--- src/rtl/cla_nibble_serial_adder.sv ---
// Serial WIDTH-bit adder reusing one 4-bit carry-lookahead slice,
// one nibble per clock, LSB nibble first, with start/done handshake.
module cla_nibble_serial_adder #(
    parameter int WIDTH = 16,
    localparam int NIB = WIDTH / 4
) (
    input  logic             clk,
    input  logic             rst_n,
    input  logic             start,
    input  logic [WIDTH-1:0] a,
    input  logic [WIDTH-1:0] b,
    input  logic             cin,
    output logic             busy,
    output logic             done,
    output logic [WIDTH-1:0] sum,
    output logic             cout,
    output logic             ovf
);

    localparam int IW = (NIB > 1) ? $clog2(NIB) : 1;
    localparam logic [IW-1:0] LAST = IW'(NIB - 1);

    typedef enum logic [1:0] {
        IDLE = 2'd0,
        RUN  = 2'd1,
        DONE = 2'd2
    } state_t;

    state_t          state;
    logic [IW-1:0]   idx;
    logic            carry;
    logic [WIDTH-1:0] a_reg;
    logic [WIDTH-1:0] b_reg;

    logic [3:0] an;
    logic [3:0] bn;
    logic [3:0] p;
    logic [3:0] g;
    logic [4:0] c;
    logic [3:0] s;

    // Shared lookahead slice fed by the current nibble and the carry register
    always_comb begin
        an = a_reg[{idx, 2'b00} +: 4];
        bn = b_reg[{idx, 2'b00} +: 4];
        p  = an ^ bn;
        g  = an & bn;
        c[0] = carry;
        c[1] = g[0] | (p[0] & c[0]);
        c[2] = g[1] | (p[1] & g[0]) | (p[1] & p[0] & c[0]);
        c[3] = g[2] | (p[2] & g[1]) | (p[2] & p[1] & g[0])
             | (p[2] & p[1] & p[0] & c[0]);
        c[4] = g[3] | (p[3] & g[2]) | (p[3] & p[2] & g[1])
             | (p[3] & p[2] & p[1] & g[0])
             | (p[3] & p[2] & p[1] & p[0] & c[0]);
        s = p ^ c[3:0];
    end

    always_ff @(posedge clk or negedge rst_n) begin
        if (!rst_n) begin
            state <= IDLE;
            idx   <= '0;
            carry <= 1'b0;
            a_reg <= '0;
            b_reg <= '0;
            sum   <= '0;
            cout  <= 1'b0;
            ovf   <= 1'b0;
            busy  <= 1'b0;
            done  <= 1'b0;
        end else begin
            unique case (state)
                IDLE: begin
                    done <= 1'b0;
                    if (start) begin
                        a_reg <= a;
                        b_reg <= b;
                        carry <= cin;
                        idx   <= '0;
                        cout  <= 1'b0;
                        ovf   <= 1'b0;
                        busy  <= 1'b1;
                        state <= RUN;
                    end
                end
                RUN: begin
                    sum[{idx, 2'b00} +: 4] <= s;
                    carry <= c[4];
                    if (idx == LAST) begin
                        cout  <= c[4];
                        ovf   <= c[4] ^ c[3];
                        idx   <= '0;
                        done  <= 1'b1;
                        state <= DONE;
                    end else begin
                        idx <= idx + 1'b1;
                    end
                end
                DONE: begin
                    done  <= 1'b0;
                    busy  <= 1'b0;
                    state <= IDLE;
                end
                default: begin
                    done  <= 1'b0;
                    busy  <= 1'b0;
                    state <= IDLE;
                end
            endcase
        end
    end

endmodule

--- config.mk ---
export PLATFORM = sky130hd
export DESIGN_NAME = cla_nibble_serial_adder
export DESIGN_NICKNAME = d
export VERILOG_FILES = /design/src/rtl/cla_nibble_serial_adder.sv
export SDC_FILE = /design/constraint.sdc
export NUM_CORES = 1
export LEC_CHECK = 0
export ABC_AREA = 0
export CAP_MARGIN = 20
export CORE_MARGIN = 4
export CORE_UTILIZATION = 29
export DETAILED_ROUTE_END_ITERATION = 10
export GPL_TIMING_DRIVEN = 1
export PLACE_DENSITY_LB_ADDON = 0.12
export SYNTH_ARGS = -nofsm -noshare
export SYNTH_HDL_FRONTEND = slang
export SYNTH_SLANG_ARGS = --single-unit
--- constraint.sdc ---
create_clock -name clk -period 6.5 [get_ports clk]
set_input_delay 1.625 -clock clk [delete_from_list [all_inputs] [get_ports clk]]
set_output_delay 1.625 -clock clk [all_outputs]
set_load 0.05 [all_outputs]
### Yosys cells after proc, flatten, opt, wreduce, memory -nomap -nowiden

Cells that the tools add are included.

* register bits after elaboration: 57
* input bits: 36
* output and inout port bits: 20
* word-level logic and storage cells: 76

* $add $sub $neg: 2
* equal/unequal tests: 4
* shift operators: 4
* multiplexer cells: 18
* bitwise gates (word level): 31
* reductions and logical operators: 7

Operator list (number)
* $shiftx 16x5->4: 2
* $and 1x1->1: 16
* $bwmux 16: 1
* $shift 4x6->16 const A: 1
* $shiftx 4x6->16: 1
* $or 1x1->1: 10
* $mux 2: 4
* $pmux 1 s2: 4
* $pmux 2 s2: 2
* $reduce_and 2->1: 4
* $xor 4x4->4: 2
* $mux 1: 7
* $neg 4->6: 1
* $and 4x4->4: 1
* $ne 2x2->1 const B: 2
* $reduce_and 3->1: 1
* $add 2x1->2 const B: 1
* $eq 2x1->1 const B: 1
* $eq 2x2->1 const B: 1
* $logic_not 2->1: 1
* $reduce_bool 2->1: 1
* $not 1->1: 1
* $xor 1x1->1: 1

### Longest topological paths before layout

* depth in word-level cells: 10
* gate-level depth with buffers: 8
* mapped depth without buffers: 6

### Worst setup path before layout

Ideal clock, no wire load.

* kind: in2reg
* start point: input start
* end point: register a_reg[0]
* setup time: 0.125 ns
* arrival: 2.499 ns
* data required time: 6.375 ns
* path slack: 3.876 ns
* cell stages on the path: 5
* path buffers: 2
* cell sequence: nor2b_2 and2_4 buf_6 buf_12 mux2_4

* word-level cells in the longest chain between the ends: 1

RTL lines
* from (decl): line 9 `input logic start,`
* $reduce_and 2->1 (no line)
* to (signal assigned): line 64 `a_reg <= '0;`
* to (signal assigned): line 76 `a_reg <= a;`
* to (decl): line 32 `logic [WIDTH-1:0] a_reg;`

No other way between the ends.
A chain may end at the register's enable or synchronous reset.

### Worst setup path in the final report

* start point: register cout
* end point: output cout

RTL lines
* from (decl): line 16 `output logic cout,`
* from (signal assigned): line 90 `cout <= c[4];`

No word-level cell between the ends.

==> qor.yml <==
status: "finished clean"
cts_resized: 0
ir_drop_mv: 0.1833
nets: 295
final_util_pct: 38.87
crit_path_end_kind: "primary output"
cp_data_required_time_ns: 4.88
drive_gt1_share_pct: 25.10
cts_tree: "built"
drtIter0Drc: 33
syn_area_per_cell_um2: 14.97
multi_input_area_um2: 1260
hold_path_end: "busy$_DFFE_PN0P_"
finClkSkew_ns: 0.008258
vias: 1666
power_switching_uw: 871.9
grt_max_degree: 58
path_delay_family: "buffers and inverters"
dpl.hpwl_mm: 4.004
ys_seq_area_share_pct: 50.94
coreArea_um2: 9328
netlist_top_cells_count: "dfrtp_1 (57), mux2_4 (29), a22o_1 (17), nand2_1 (13), ha_1 (11)"
ioPinCount: 56
power_density_nw_per_um2: 579.9
seqPwrFrac_pct: 29.3
viasPerCell: 4.384
async_reset_ff_share_pct: 100.0
area_growth_pct: 29.49
die_y_um: 106.3
intPower_uw: 1231
min_from: "busy$_DFFE_PN0P_"
start_kind: "register"
drtAntennaViolNets: 0
die_area_um2: 11290
met1_length_mm: 2.746
gp_congestion: 0.7152
slew_headroom_pct: 50.55
h-tree-depth: 3
rsz0062_at_grt: "no"
yosysTopAreaCell: "dfrtp_1"
cpMaxStageDelayCell: "clkdlybuf4s50_1"
syn_nets: 235
yosysWarnings: 0
wirelength_mm: 5.762
ys_ff_latch: 57
r2r_slack_ns: 3.94
drt-wirelength-per-cell_um: 15.16
r2r_start: "idx[0]$_DFFE_PN0P_"
grt_pass1_vias: 1722
numPlacedInstances: 365
wl_met3_um: 299
antenna_found_initial: 0
cp.arrival_ns: 1.53
cp_max_fo: 3
cts_sinks: 57
cts_buffer_depth: 2
r2r_cells: 7
p_leak_uw: 0.001573
synth_cell_types: 35
post_cts_buffers: 0
fin_cells: 380
start_util_pct: 30.02
worstHoldPathCells: 1
port_buffers: 55
ctsRootBufferMaster: "clkbuf_8"
seqCellArea_um2: 1426
gr-total-overflow: 0
num_rows: 35
clock_latency_ns: 0.33
fmax_mhz: 316.5
post-route-period-util_pct: 48.60
swShare_pct: 41.46
cts_made_buffers: 9
n_fill_cell: 883
clkTransAtPathRegs_ns: 0.06
slew_viol_final: 0
r2r_end: "sum[7]$_DFFE_PN0P_"
die_w_um: 106.3
hold_class: "reg2reg"
holdBufCountCts: 0
finalHoldViolations: 0
comb_power_share_pct: 55.1
max_stage_delay_ns: 0.82
finalCriticalPeriod_ns: 3.159
crit_buf_inv: 1
max-cap-violations: 0
synth_area_leaders: "dfrtp_1 (51%), mux2_4 (16%), mux4_2 (6.4%)"
setup_violations: 0
clkPwrFrac_pct: 15.7
firstDrtPassIters: 4
synth_top_area_share_pct: 50.94
fin_setup_tns_ns: 0
timing.critical_path.cells: "clkdlybuf4s50_1"
yosysMostFrequentCell: "dfrtp_1"
dominantRegCellSynth: "dfrtp_1"
tightest_slew_ns: 0.7417
grt_pass1_wl_mm: 9.308
top_layer_used: "met4"
synth_edf_count: 0
dr_wl_met2_mm: 2.658
grt.total_usage_pct: 10.69
netlist_area_um2: 2800
drc: 0
path_class: "reg2out"
synth_cells: 187
insertedDiodeCount: 0
## power by group through the flow
stage	clock network (uW)	registers [uW]	logic, uW
floorplan	0	714	781
global route	355	638	1270
global placement	0	624	1170
CTS	342	619	1180
finish	329	616	1160
detailed placement	0	622	1180
## area by class of cell
type / instances / share of cell area, %
Clock buffer: 12 / 4.279
Sequential cell: 57 / 39.34
Inverter: 6 / 0.6211
Timing Repair Buffer: 57 / 15.46
Tap cell: 129 / 4.451
Multi-Input combinational cell: 116 / 34.75
Clock inverter: 3 / 1.104
## logic make-up after synthesis
| kind of cell | after synthesis | share of synthesized area, % |
|---|---|---|
| XOR/XNOR | 3 | 0.9385 |
| AND/OR/NAND/NOR | 26 | 5.585 |
| flip-flops | 57 | 50.94 |
| adder cells (fa/ha/maj) | 12 | 5.630 |
| buffers and inverters | 14 | 4.066 |
| AO/OA/AOI/OAI | 34 | 9.294 |
| multiplexers | 41 | 23.55 |
## metal layers
metal | GRT usage (%) | vias to the layer above
met4 | 2.498 | 0
met5 | 0 | -
li1 | - | 806
met2 | 16.15 | 39
met1 | 14.21 | 815
met3 | 4.554 | 6
## through the flow
| step | worst slack, ns | hold slack [ns] | instance area [um^2] | total power, uW |
|---|---|---|---|---|
| 3_5_place_dp | 3.085 | 0.4889 | 3431 | 1802 |
| 3_3_place_gp | 3.110 | 0.4837 | 3431 | 1798 |
| 6_report | 3.341 | 0.4944 | 3626 | 2103 |
| 5_1_grt | 3.303 | 0.5149 | 3626 | 2260 |
| 4_1_cts | 3.314 | 0.5053 | 3626 | 2141 |
| 2_1_floorplan | 3.876 | 0.4753 | 2800 | 1495 |
## layout by cell type (no fill, tap or decap), types with 3 or more instances in the layout
master / Yosys / final
ha_1: 11 / 11
mux2_2: 3 / 3
clkdlybuf4s50_1: 0 / 54
inv_1: 6 / 6
nand2_1: 13 / 13
a21oi_1: 3 / 3
dfrtp_1: 57 / 57
o21ai_0: 4 / 4
clkbuf_8: 0 / 11
mux2_4: 29 / 29
nor2_1: 4 / 4
mux4_2: 8 / 8
a22o_1: 17 / 17
## worst max path at each step
stage,slack [ns],start,endpoint,cells past startpoint
3_5_place_dp,3.09,start,a_reg[13]$_DFFE_PN0P_,4
6_report,3.34,cout$_DFFE_PN0P_,cout,1
5_1_grt,3.30,sum[1]$_DFFE_PN0P_,sum[1],1
4_1_cts,3.31,cout$_DFFE_PN0P_,cout,1
2_1_floorplan,3.88,start,a_reg[0]$_DFFE_PN0P_,5
3_3_place_gp,3.11,start,a_reg[13]$_DFFE_PN0P_,4
(Power assumes the default switching activity.)
